===== src/rtl/dma_copy_engine_pkg.sv =====
// Shared definitions for the DMA copy/fill engine: FSM state encoding and mode values.
package dma_copy_engine_pkg;

    typedef enum logic [1:0] {
        IDLE = 2'd0,
        RD   = 2'd1,
        WR   = 2'd2,
        DONE = 2'd3
    } state_e;

    localparam logic MODE_COPY = 1'b0;
    localparam logic MODE_FILL = 1'b1;

endpackage


===== src/rtl/dma_addr_gen.sv =====
// Address generator for the DMA engine: latched bases, byte index and remaining count.
module dma_addr_gen #(
    parameter int ADDR_W = 8
) (
    input  logic              clk,
    input  logic              rst_n,
    input  logic              load,
    input  logic              step,
    input  logic [ADDR_W-1:0] src_base,
    input  logic [ADDR_W-1:0] dst_base,
    input  logic [ADDR_W:0]   count,
    output logic [ADDR_W-1:0] rd_addr,
    output logic [ADDR_W-1:0] wr_addr,
    output logic              last_byte
);

    logic [ADDR_W-1:0] src_q;
    logic [ADDR_W-1:0] dst_q;
    logic [ADDR_W-1:0] index;
    logic [ADDR_W:0]   remaining;

    // NOTE: registers use non-blocking assignments so every flop samples pre-edge values.
    always_ff @(posedge clk or negedge rst_n) begin
        if (!rst_n) begin
            src_q     <= '0;
            dst_q     <= '0;
            index     <= '0;
            remaining <= '0;
        end else if (load) begin
            src_q     <= src_base;
            dst_q     <= dst_base;
            index     <= '0;
            remaining <= count;
        end else if (step) begin
            index     <= index + 1'b1;
            remaining <= remaining - 1'b1;
        end
    end

    // Sums truncate to ADDR_W bits, so addresses wrap around the top of memory.
    assign rd_addr   = src_q + index;
    assign wr_addr   = dst_q + index;
    assign last_byte = (remaining == (ADDR_W + 1)'(1));

endmodule


===== src/rtl/dma_copy_engine.sv =====
// Data-memory bus initiator: byte-sequential block copy or constant fill, gated by arbiter grant.
import dma_copy_engine_pkg::*;

module dma_copy_engine #(
    parameter int ADDR_W = 8,
    parameter int DATA_W = 8
) (
    input  logic              clk,
    input  logic              rst_n,
    input  logic              start,
    input  logic              mode,
    input  logic [ADDR_W-1:0] src_addr,
    input  logic [ADDR_W-1:0] dst_addr,
    input  logic [ADDR_W:0]   length,
    input  logic [DATA_W-1:0] fill_value,
    input  logic              abort,
    output logic              busy,
    output logic              done,
    output logic              dma_req,
    input  logic              dma_grant,
    output logic              mem_read,
    output logic              mem_write,
    output logic [ADDR_W-1:0] mem_address,
    output logic [DATA_W-1:0] mem_write_data,
    input  logic [DATA_W-1:0] mem_read_data
);

    state_e            state;
    logic              mode_q;
    logic [DATA_W-1:0] fill_q;
    logic [DATA_W-1:0] buffer;
    logic              load;
    logic              step;
    logic              last_byte;
    logic [ADDR_W-1:0] rd_addr;
    logic [ADDR_W-1:0] wr_addr;

    assign load = (state == IDLE) && start;
    assign step = (state == WR) && dma_grant;

    dma_addr_gen #(.ADDR_W(ADDR_W)) u_addr_gen (
        .clk       (clk),
        .rst_n     (rst_n),
        .load      (load),
        .step      (step),
        .src_base  (src_addr),
        .dst_base  (dst_addr),
        .count     (length),
        .rd_addr   (rd_addr),
        .wr_addr   (wr_addr),
        .last_byte (last_byte)
    );

    always_ff @(posedge clk or negedge rst_n) begin
        if (!rst_n) begin
            state  <= IDLE;
            busy   <= 1'b0;
            done   <= 1'b0;
            mode_q <= MODE_COPY;
            fill_q <= '0;
            buffer <= '0;
        end else begin
            done <= 1'b0;
            case (state)
                IDLE: begin
                    // start outranks abort here: abort only cancels an operation in flight.
                    if (start) begin
                        mode_q <= mode;
                        fill_q <= fill_value;
                        busy   <= 1'b1;
                        if (length == '0) begin
                            state <= DONE;
                            done  <= 1'b1;
                        end else begin
                            state <= (mode == MODE_FILL) ? WR : RD;
                        end
                    end
                end
                RD: begin
                    if (abort) begin
                        state <= IDLE;
                        busy  <= 1'b0;
                    end else if (dma_grant) begin
                        buffer <= mem_read_data;
                        state  <= WR;
                    end
                end
                WR: begin
                    if (abort) begin
                        state <= IDLE;
                        busy  <= 1'b0;
                    end else if (dma_grant) begin
                        if (last_byte) begin
                            state <= DONE;
                            done  <= 1'b1;
                        end else begin
                            state <= (mode_q == MODE_FILL) ? WR : RD;
                        end
                    end
                end
                default: begin
                    state <= IDLE;
                    busy  <= 1'b0;
                end
            endcase
        end
    end

    assign dma_req   = (state == RD) || (state == WR);
    assign mem_read  = (state == RD) && dma_grant;
    assign mem_write = (state == WR) && dma_grant;

    // NOTE: defaults come first so every path assigns both outputs and no latch is inferred.
    always_comb begin
        mem_address    = '0;
        mem_write_data = '0;
        case (state)
            RD: mem_address = rd_addr;
            WR: begin
                mem_address    = wr_addr;
                mem_write_data = (mode_q == MODE_FILL) ? fill_q : buffer;
            end
            default: ;
        endcase
    end

endmodule


===== config.mk =====
export PLATFORM = sky130hd
export DESIGN_NAME = dma_copy_engine
export DESIGN_NICKNAME = d
export VERILOG_FILES = /design/src/rtl/dma_copy_engine_pkg.sv /design/src/rtl/dma_addr_gen.sv /design/src/rtl/dma_copy_engine.sv
export SDC_FILE = /design/constraint.sdc
export NUM_CORES = 1
export LEC_CHECK = 0
export ABC_AREA = 1
export CELL_PAD_IN_SITES_DETAIL_PLACEMENT = 0
export CELL_PAD_IN_SITES_GLOBAL_PLACEMENT = 1
export CORE_MARGIN = 1
export CORE_UTILIZATION = 41
export CTS_BUF_LIST = sky130_fd_sc_hd__clkbuf_8
export DETAILED_ROUTE_END_ITERATION = 10
export GPL_TIMING_DRIVEN = 1
export PLACE_DENSITY_LB_ADDON = 0.1
export SETUP_SLACK_MARGIN = 0.02
export SLEW_MARGIN = 15
export SYNTH_ARGS = -nofsm -noshare
export SYNTH_HDL_FRONTEND = slang
export SYNTH_SLANG_ARGS = --single-unit

===== constraint.sdc =====
create_clock -name clk -period 4.95 [get_ports clk]
set_clock_uncertainty 0.05 [all_clocks]
set_input_delay 0.7425 -clock clk [delete_from_list [all_inputs] [get_ports clk]]
set_output_delay 0.7425 -clock clk [all_outputs]
set_load 0.005 [all_outputs]

# Word level (Yosys, flattened, before mapping)

Cells that the tools add are included.

Register bits after elaboration: 54
Output and inout port bits: 21
Word-level logic and storage cells: 60
Bits of input ports: 47

Reductions and logical operators: 12
Add/subtract/negate cells: 4
Muxes and demuxes: 26
Eq/ne operators: 7
Bitwise operators: 1

Operators by type and width:

| cell                                                | count |
|---|---|
| two-way mux 8 bit                                   | 4 |
| two-way mux 2 bit                                   | 9 |
| two-way mux 9 bit                                   | 2 |
| adder 8 bit                                         | 2 |
| one-hot mux 8 bit (2 select lines)                  | 1 |
| equality test 9 x 1 -> 1 bit, second input constant | 1 |
| logical NOT 9 bit                                   | 1 |
| subtractor 9 x 1 -> 9 bit, second input constant    | 1 |
| adder 8 x 1 -> 8 bit, second input constant         | 1 |
| two-way mux 1 bit                                   | 7 |
| != test 3 bit, second input constant                | 2 |
| one-hot mux 2 bit (3 select lines)                  | 1 |
| AND reduction 3 bit                                 | 2 |
| one-hot mux 1 bit (2 select lines)                  | 2 |
| AND reduction 2 bit                                 | 2 |
| logical AND 1 bit                                   | 3 |
| equality test 2 x 1 -> 1 bit, second input constant | 1 |
| equality test 2 bit, second input constant          | 1 |
| logical NOT 2 bit                                   | 1 |
| != test 2 x 1 -> 1 bit, second input constant       | 1 |
| != test 2 bit, second input constant                | 1 |
| nonzero test 2 bit                                  | 1 |
| OR reduction 2 bit                                  | 1 |
| logical OR 1 bit                                    | 1 |
| inverter 1 bit                                      | 1 |

# Longest topological paths before layout

Gate-level depths: netlist (run 1).

Depth in word-level cells: 5
Gate-level depth with buffers: 14
Mapped depth without buffers: 13

# Hierarchy

Synthesis (run 1) repeated with hierarchy kept, for this count alone.

Cell total of the unflattened synthesis: 462
Area total of the unflattened synthesis: 3518.4 um^2

Modules (own cells, without submodules):

| module          | times used | area each (um^2) | sequential area each (um^2) | cells an instance |
|---|---|---|---|---|
| dma_addr_gen    | 1          | 2277.2           | 825.8                       | 306 |
| dma_copy_engine | 1          | 1241.2           | 525.5                       | 156 |

# Worst setup path after synthesis (run 1)

OpenSTA, ideal clock, no wires.

Kind: register to output
Start point: register state[0]
End point: output mem_address[6]
Arrival: 2.188 ns
Path buffers: 2
Cell stages (with the launch flop): 15
Required time: 4.158 ns
Slack: 1.970 ns
Path through: dfrtp_1 inv_1 ha_1 buf_4 buf_2 nand2_1 o21ai_0 ha_1 inv_1 fa_1 nor3_1 nor2_1 nand2_1 nand2_1 nor2_1

Word-level cells in the longest chain between the ends: 2
Elaborated cells between the ends (all ways): 3
Classes of those cells: eq/ne (2); mux (1)

RTL lines:

| item                                                                | line                   | text |
|---|---|---|
| start: declaration                                                  | dma_copy_engine.sv:28  | `state_e state;` |
| start signal: assignment                                            | dma_copy_engine.sv:75  | `state <= (mode == MODE_FILL) ? WR : RD;` |
| start signal: assignment                                            | dma_copy_engine.sv:97  | `state <= (mode_q == MODE_FILL) ? WR : RD;` |
| equality test 2 bit or equality test 2 x 1 -> 1 bit (tied branches) | dma_copy_engine.sv:117 | `case (state)` |
| one-hot mux 8 bit (2 select lines) (*)                              | dma_copy_engine.sv:117 |  |
| end: declaration                                                    | dma_copy_engine.sv:23  | `output logic [ADDR_W-1:0] mem_address,` |

Every way passes the cells marked *; elsewhere a longest branch is shown, timed or not.

# Worst setup path after layout (run 1)

Start point: register state[0]
End point: output mem_address[5]

The elaborated chain is that of the path after synthesis.

==> results of run 1 <==
final cells by class:
class                      count  area (um2)
clock buffer                   5        68.8
clock inverter                 3        47.5
fill                         725        3330
inverter                      39         146
multi-input combinational    305        1550
sequential                    54        1350
tap                           99         124
timing repair buffer          68         673
cells in the mapped netlist (all sizes together):
library cell / count / share of area
o22ai: 2 / 0.0040
dfrtp: 54 / 0.44
o221ai: 1 / 0.0028
fa: 1 / 0.0065
ha: 14 / 0.056
a21o: 1 / 0.0024
nor3b: 1 / 0.0040
nand4: 3 / 0.0060
nand3: 21 / 0.034
nor2: 45 / 0.054
nand2: 148 / 0.18
inv: 39 / 0.047
xor2: 8 / 0.023
clkbuf: 2 / 0.0024
xnor2: 1 / 0.0028
o21bai: 4 / 0.0097
mux2: 8 / 0.029
a21boi: 1 / 0.0024
o21ai: 23 / 0.038
or2: 1 / 0.0020
nor3: 6 / 0.0097
a31o: 1 / 0.0028
o211ai: 2 / 0.0048
buf: 7 / 0.015
a21oi: 13 / 0.021
per-layer routing:
metal | up-vias | track usage | wire [um]
li1 | 1420 | - | -
met1 | 1258 | 0.297 | 3650
met2 | 77 | 0.321 | 3300
met3 | 7 | 0.0508 | 390
met4 | 0 | 0.0606 | 110
met5 | - | 0 | 0
registers in the layout, summed over array words and instances, names as in the netlist, 2 cells and up:
signal,cells
buffer,8
fill_q,8
state,2
u_addr_gen.dst_q,8
u_addr_gen.index,8
u_addr_gen.remaining,9
u_addr_gen.src_q,8
stage by stage:
step	power (mW)	hold slack, ns	utilization	worst slack (ns)	area (um2)
final	2.09	0.444	0.544	0.789	3960
after global routing	2.30	0.465	0.544	0.390	3960
after CTS	2.12	0.445	0.544	0.773	3960
after detailed placement	1.79	0.416	0.528	1.13	3850
after global placement	1.78	0.413	0.528	1.20	3850
after floorplan	1.41	0.397	-	1.97	3100
critical path: stages, from the launching register on:
cell	delay (ns)
sky130_fd_sc_hd__dfrtp_1	0.42
sky130_fd_sc_hd__inv_1	0.09
sky130_fd_sc_hd__ha_1	0.60
sky130_fd_sc_hd__inv_1	0.26
sky130_fd_sc_hd__nand2_1	0.12
sky130_fd_sc_hd__nand2_1	0.08
sky130_fd_sc_hd__ha_1	0.35
sky130_fd_sc_hd__a21oi_1	0.22
sky130_fd_sc_hd__nor2_1	0.06
sky130_fd_sc_hd__nor2_1	0.08
sky130_fd_sc_hd__nand2_1	0.07
sky130_fd_sc_hd__nand2_1	0.06
sky130_fd_sc_hd__nand2_1	0.04
sky130_fd_sc_hd__nor2_1	0.09
sky130_fd_sc_hd__clkdlybuf4s50_1	0.50
power groups by stage:
stage | clock network (mW) | registers [mW] | logic [mW]
floorplan | 0 | 0.715 | 0.699
global placement | 0 | 0.755 | 1.03
detailed placement | 0 | 0.755 | 1.04
CTS | 0.327 | 0.748 | 1.04
global route | 0.345 | 0.773 | 1.19
finish | 0.319 | 0.749 | 1.03
kinds of logic (layout without fill, tap and decap cells):
logic type                 after synthesis  count (layout)  synth area share
and+or+nand+nor                        225             225             0.295
DFF                                     54              54             0.435
AOI/OAI and AO/OA                       48              48            0.0883
buffers and inverters                   48             115            0.0641
adders and majority gates               15              15            0.0629
xor gates and xnor gates                 9               9            0.0254
muxes                                    8               8            0.0290
worst min path at each step:
stage	endpoint	from	cells after the start
2_1_floorplan	buffer[0]	rst_n	0
3_3_place_gp	u_addr_gen.dst_q[5]	u_addr_gen.dst_q[5]	2
3_5_place_dp	u_addr_gen.dst_q[7]	u_addr_gen.dst_q[7]	2
4_1_cts	u_addr_gen.dst_q[7]	u_addr_gen.dst_q[7]	2
5_1_grt	u_addr_gen.dst_q[5]	u_addr_gen.dst_q[5]	2
6_report	u_addr_gen.dst_q[5]	u_addr_gen.dst_q[5]	2
==> impl_metrics.ini, run 1 <==
[run_status]
run_status = complete, no violations

[floorplanning]
die_boundary_width_um = 89.0
floorplan.die_area_um2 = 7920
placementRows = 31
placeable_core_area_um2 = 7290
die_y_um = 89.0
top_level_ports = 68
initial_utilization = 0.426

[timing]
final_min_period_over_clock_period = 0.841
hold_violations = 0
clock.fmax_mhz = 240
maxSlewHeadroom = 0.526
tightestPinTransition_ns = 0.710
setup_violators_final = 0
final.setup.tns_ns = 0
timing_max_transition_violations_final = 0
finalWorstPathRequiredPeriod_ns = 4.16
rsz0062_at_grt = false

[flow_run]
number_of_maximum_capacitance_violations = 0

[clock_network]
cts_tree = yes
postCtsResizedCells = 0
cts.sinks = 54
cts-root-to-sink-buffers = 2
cts_root_buffer = sky130_fd_sc_hd__clkbuf_8
post_cts_setup_buffer_count = 0
clk-insertion-delay-late_ns = 0.32
cts-buffers-inserted = 5
post_cts_hold_buffer_count = 0
clkSlewWorstSetupHoldPaths_ns = 0.11
cts_htree_levels = 2

[final_layout]
finalNonFillerCells = 573
insertedDiodeCount = 0
area.growth.synth_to_final_pct = 27.7
final_common_cell = sky130_fd_sc_hd__nand2_1
most_frequent_cells_in_the_layout = 143 x sky130_fd_sc_hd__nand2_1, 66 x sky130_fd_sc_hd__clkdlybuf4s50_1, 54 x sky130_fd_sc_hd__dfrtp_1
drive_above_1_share = 0.0654
num-nets-final = 535

[pwr]
net-switching-power_mw = 0.858
pwr-share-comb = 0.490
sw_frac_of_total = 0.410
leakage_nw = 1.95
power_frac_seq = 0.358
cellInternalPower_mw = 1.24
cellPowerDensity_nw_per_um2 = 528
vdd_drop_max_v = 0.000185
clockPowerShare = 0.152

[worst_setup_path]
reg2reg_to = u_addr_gen.remaining[7]
regToRegStartpoint = state[0]
critPathCapture = mem_address[5]
worstSetupPathType = flip-flop to output pin
critPathLaunchType = flip-flop
worst_r2r_path_depth = 7
startpoint = state[0]
path_max_fanout = 21
crit_path_end_kind = output pin
worstPathRequired_ns = 4.16
regToRegSetupSlack_ns = 2.66
arrival_ns = 3.37

[logic_synthesis]
synth_cells = 407
netlist_cell_types = 30
warnings_from_yosys = 0
post_synth_instance_area_um2 = 3100
yosysSeqAreaShare = 0.435
ys_seq_elements = 54
syn_nets = 469
post_synth.cell_area_avg_um2 = 7.62

[detailed_routing]
drc = 0
finalWirelength_mm = 7.46
detailroute.via_count = 2762
detail_route.first_pass.iterations = 5
route.antenna.remaining_nets = 0
detail_route.vias_per_cell = 4.82
drt_iter0_drc = 105
routed_len_inst_um = 13.0

[global_routing]
grt_first_pass_wirelength_mm = 12.5
grt.overflow.total = 0
grt_use_total = 0.210
largest_net_degree_at_the_start_of_global_routing = 55
antenna_found_initial = 0
first_global_vias = 2620

[place]
dp.cells = 565
gp_congestion = 0.831
dpl_wire_length_mm = 5.43
port_buffers = 67

[min_path]
timing.hold.worst.class = flip-flop to flip-flop
(Power assumes the default switching activity.)
==> run 2: changes to the inputs <==
CORE_UTILIZATION = 38   (was 41)
clock period = 4.2 ns   (was 4.95 ns; I/O delays follow)
==> impl_metrics.ini, run 2 (same netlist as run 1, synthesis figures left out) <==
[worst_setup_path]
path_max_fanout = 21
worstPathRequired_ns = 3.52
worst_path_max_delay_cell = sky130_fd_sc_hd__clkdlybuf4s50_1
regToRegStartpoint = state[0]
arrival_ns = 3.14
crit_buf_inv = 3
worst_path_dominant_cell_family = adder cells
crit_path_end_kind = output pin
critPathLaunchType = flip-flop
timing.critical_path.mode_cell = sky130_fd_sc_hd__nand2_1
crit_chain = inv_1 > ha_2 > nand2_1 > o21ai_0 > ha_1 > inv_1 > fa_1 > nor3_1 > nor2_1 > nand2_1 > nand2_1 > nor2_1 > clkdlybuf4s50_1
startpoint = state[0]
worstSetupPathType = flip-flop to output pin
timing.critical_path.slowest_cell_delay_ns = 0.50

[clock_network]
cts_tree = yes
cts_htree_levels = 2
clk-insertion-delay-late_ns = 0.31
clkSlewWorstSetupHoldPaths_ns = 0.11
cts_root_buffer = sky130_fd_sc_hd__clkbuf_8
cts.sinks = 54
cts-buffers-inserted = 5
cts-root-to-sink-buffers = 2

[detailed_routing]
detailroute.via_count = 2768
routed_len_inst_um = 12.9
detail_route.first_pass.iterations = 4
drt_iter0_drc = 103
detail_route.vias_per_cell = 4.81
route.antenna.remaining_nets = 0
drc = 0
finalWirelength_mm = 7.45

[run_status]
run_status = complete, no violations

[timing]
rsz0062_at_grt = false
hold_violations = 0
timing_max_transition_violations_final = 0
whs_ns = 0.337
clock.fmax_mhz = 262
finalWorstPathRequiredPeriod_ns = 3.82
tightestPinTransition_ns = 0.772
maxSlewHeadroom = 0.485
final.setup.tns_ns = 0
final_min_period_over_clock_period = 0.910
setup_violators_final = 0

[final_layout]
largest_register_ff_count = 9
final_common_cell = sky130_fd_sc_hd__nand2_1
drive_above_1_share = 0.0675
num-nets-final = 535
max_flop_register = u_addr_gen.remaining
n_fill_cell = 806
insertedDiodeCount = 0
final_util = 0.508
area.growth.synth_to_final_pct = 27.9
most_frequent_cells_in_the_layout = 143 x sky130_fd_sc_hd__nand2_1, 66 x sky130_fd_sc_hd__clkdlybuf4s50_1, 54 x sky130_fd_sc_hd__dfrtp_1

[pwr]
vdd_drop_max_v = 0.000224
leakage_nw = 1.95
cellPowerDensity_nw_per_um2 = 619

[flow_run]
number_of_maximum_capacitance_violations = 0

[place]
gp_congestion = 0.827
dpl_wire_length_mm = 5.57
port_buffers = 67

[global_routing]
largest_net_degree_at_the_start_of_global_routing = 37
antenna_found_initial = 0
first_global_vias = 2723
grt_use_total = 0.192
grt.overflow.total = 0
grt_first_pass_wirelength_mm = 12.9

[min_path]
timing.hold.worst.class = input port to async pin

[floorplanning]
die_y_um = 92.4
initial_utilization = 0.397
floorplan.die_area_um2 = 8530
placeable_core_area_um2 = 7810
die_boundary_width_um = 92.4
top_level_ports = 68
placementRows = 32
run 2: cell types whose count changed in the layout (fill, tap and decap cells not counted):
cell and change:
sky130_fd_sc_hd__ha_1 -1, sky130_fd_sc_hd__ha_2 +1
run 2: cell type report:
class                   count  area, um2  area share
clock buffers               5       68.8      0.0173
flip-flops and latches     54       1350       0.340
repair buffers             68        673       0.170
multi-input cells         305       1560       0.392
inverters                  39        146      0.0369
well taps                 102        128      0.0321
clock inverters             3       47.5      0.0120
run 2: metrics by stage:
step	total power, mW	setup slack [ns]	instance area, um2	cells
floorplan	1.67	1.33	3100	407
global placement	2.11	0.543	3850	568
detailed placement	2.12	0.470	3850	568
CTS	2.49	0.105	3970	576
global route	2.71	0.0623	3970	576
finish	2.46	0.378	3970	576
run 2: worst paths after layout:
check	cells after the start	slack [ns]	endpoint
max	13	0.38	mem_address[6]
min	1	0.34	u_addr_gen.remaining[5]
max reg2reg	7	1.86	u_addr_gen.remaining[7]
min reg2reg	2	0.45	fill_q[1]
max in group asynchronous	2	2.97	u_addr_gen.remaining[7]
min in group clk	2	0.45	fill_q[1]
run 2: where the power goes:
group | leakage, nW | internal (mW) | switching (mW) | total [mW]
Combinational | 1.22 | 0.539 | 0.669 | 1.21
Sequential | 0.679 | 0.739 | 0.144 | 0.883
Clock | 0.0587 | 0.181 | 0.187 | 0.368
run 2: what timing repair did:
item,CTS,global route
setup buffers,0,0
gates resized for setup,0,1
hold buffers,0,0
endpoints found under the setup margin,0,5
run 2: worst register-to-register path: cells and delay by family, from the launching register on:
kind / cells / cell delay [ns]
buf+inv: 2 / 0.79
simple gates: 2 / 0.53
flops: 1 / 0.43
fa+ha+maj: 1 / 0.23
compound gates: 2 / 0.23
run 2: layer usage:
metal,wire length [um],track usage,vias to the layer above,share of wire
met5,0,0,-,0
met4,112,0.0534,0,0.015
met3,375,0.0402,9,0.050
met2,3330,0.301,71,0.45
met1,3640,0.268,1262,0.49
li1,-,-,1426,-
==> run 3: changes to the inputs <==
CORE_ASPECT_RATIO = 0.6   (was unset)
HOLD_SLACK_MARGIN = 0.02   (was unset)
==> impl_metrics.ini, run 3 (same netlist as run 1, synthesis figures left out) <==
[run_status]
run_status = complete, no violations

[timing]
final_min_period_over_clock_period = 0.895
timing_max_transition_violations_final = 0
clock.fmax_mhz = 266
maxSlewHeadroom = 0.449
final.setup.tns_ns = 0
hold_violations = 0
tightestPinTransition_ns = 0.827
setup_violators_final = 0
worst_slack_ns = 0.442
finalWorstPathRequiredPeriod_ns = 3.76
rsz0062_at_grt = false
whs_ns = 0.344

[worst_setup_path]
timing.critical_path.slowest_cell_delay_ns = 0.50
crit_chain = inv_1 > ha_1 > o21ai_0 > inv_1 > fa_1 > nor3_1 > nor2_1 > nand2_1 > nand2_1 > nor2_1 > clkdlybuf4s50_1
worstSetupPathType = flip-flop to output pin
worst_path_dominant_cell_family = adder cells
arrival_ns = 3.08
regToRegSetupSlack_ns = 1.83
reg2reg_to = u_addr_gen.remaining[7]
crit_buf_inv = 3
crit_path_end_kind = output pin
path_max_fanout = 11
regToRegStartpoint = state[0]
worstPathRequired_ns = 3.52
worst_path_max_delay_cell = sky130_fd_sc_hd__clkdlybuf4s50_1
critPathLaunchType = flip-flop
worst_r2r_path_depth = 7

[floorplanning]
top_level_ports = 68
placeable_core_area_um2 = 7880
initial_utilization = 0.394
placementRows = 25
floorplan.die_area_um2 = 8540
die_y_um = 72.0
die_boundary_width_um = 119

[global_routing]
grt.overflow.total = 0
grt_first_pass_wirelength_mm = 13.4
first_global_vias = 2707
largest_net_degree_at_the_start_of_global_routing = 37
grt_use_total = 0.204
antenna_found_initial = 0

[pwr]
power_frac_seq = 0.362
pwr-share-comb = 0.505
cellInternalPower_mw = 1.41
cellPowerDensity_nw_per_um2 = 620
net-switching-power_mw = 1.05
leakage_nw = 1.95
totalPowerFinal_mw = 2.46
sw_frac_of_total = 0.428
clockPowerShare = 0.133
vdd_drop_max_v = 0.000258

[final_layout]
drive_above_1_share = 0.0674
area.growth.synth_to_final_pct = 27.7
finalNonFillerCells = 583
insertedDiodeCount = 0
n_fill_cell = 824
max_flop_register = u_addr_gen.remaining
largest_register_ff_count = 9
num-nets-final = 536
most_frequent_cells_in_the_layout = 143 x sky130_fd_sc_hd__nand2_1, 66 x sky130_fd_sc_hd__clkdlybuf4s50_1, 54 x sky130_fd_sc_hd__dfrtp_1
final_common_cell = sky130_fd_sc_hd__nand2_1

[min_path]
timing.hold.worst.class = input port to async pin

[detailed_routing]
detail_route.first_pass.iterations = 4
drc = 0
finalWirelength_mm = 8.02
routed_len_inst_um = 13.8
drt_iter0_drc = 160
detail_route.vias_per_cell = 4.80
detailroute.via_count = 2799
route.antenna.remaining_nets = 0

[clock_network]
cts_root_buffer = sky130_fd_sc_hd__clkbuf_8
post_cts_setup_buffer_count = 0
cts-root-to-sink-buffers = 2
clk-insertion-delay-late_ns = 0.32
clkSlewWorstSetupHoldPaths_ns = 0.12
post_cts_hold_buffer_count = 0
cts_tree = yes
cts-buffers-inserted = 5
cts.sinks = 54
cts_htree_levels = 2
postCtsResizedCells = 0

[place]
gp_congestion = 0.848
port_buffers = 67
place_worst_setup_slack_ns = 0.739
dpl_wire_length_mm = 5.87
dp.cells = 575

[flow_run]
number_of_maximum_capacitance_violations = 0
==> run 3: worst max path at each step <==
stage | depth (start not counted) | slack [ns] | to | startpoint
6_report | 11 | 0.44 | mem_address[6] | state[0]
5_1_grt | 11 | 0.1 | mem_address[6] | state[0]
4_1_cts | 11 | 0.36 | mem_address[6] | state[0]
3_5_place_dp | 11 | 0.74 | mem_address[6] | state[0]
3_3_place_gp | 11 | 0.80 | mem_address[6] | state[0]
2_1_floorplan | 14 | 1.33 | mem_address[6] | state[0]
==> run 3: cell type report <==
| class | count | area, um2 | area share |
|---|---|---|---|
| Clock buffer | 5 | 68.8 | 0.0174 |
| Tap cell | 108 | 135 | 0.0341 |
| Timing Repair Buffer | 69 | 681 | 0.172 |
| Multi-Input combinational cell | 305 | 1550 | 0.392 |
| Sequential cell | 54 | 1350 | 0.341 |
| Inverter | 39 | 146 | 0.0369 |
| Clock inverter | 3 | 28.8 | 0.00726 |
==> run 3: power groups by stage <==
stage | registers [mW] | clock network [mW] | logic [mW]
finish | 0.890 | 0.328 | 1.24
CTS | 0.890 | 0.343 | 1.25
global route | 0.922 | 0.364 | 1.43
floorplan | 0.843 | 0 | 0.824
detailed placement | 0.897 | 0 | 1.24
global placement | 0.899 | 0 | 1.23
==> run 3: metrics by stage <==
stage | instance area, um2 | utilization
after floorplan | 3100 | -
after global placement | 3870 | 0.490
after detailed placement | 3870 | 0.490
after CTS | 3960 | 0.503
after global routing | 3960 | 0.503
final | 3960 | 0.503
==> run 3: layer usage <==
layer	global-route usage	up-vias	wire (um)
met5	0	-	0
met4	0.0478	0	39
met3	0.0558	2	517
met2	0.296	76	3260
met1	0.299	1301	4210
li1	-	1420	-
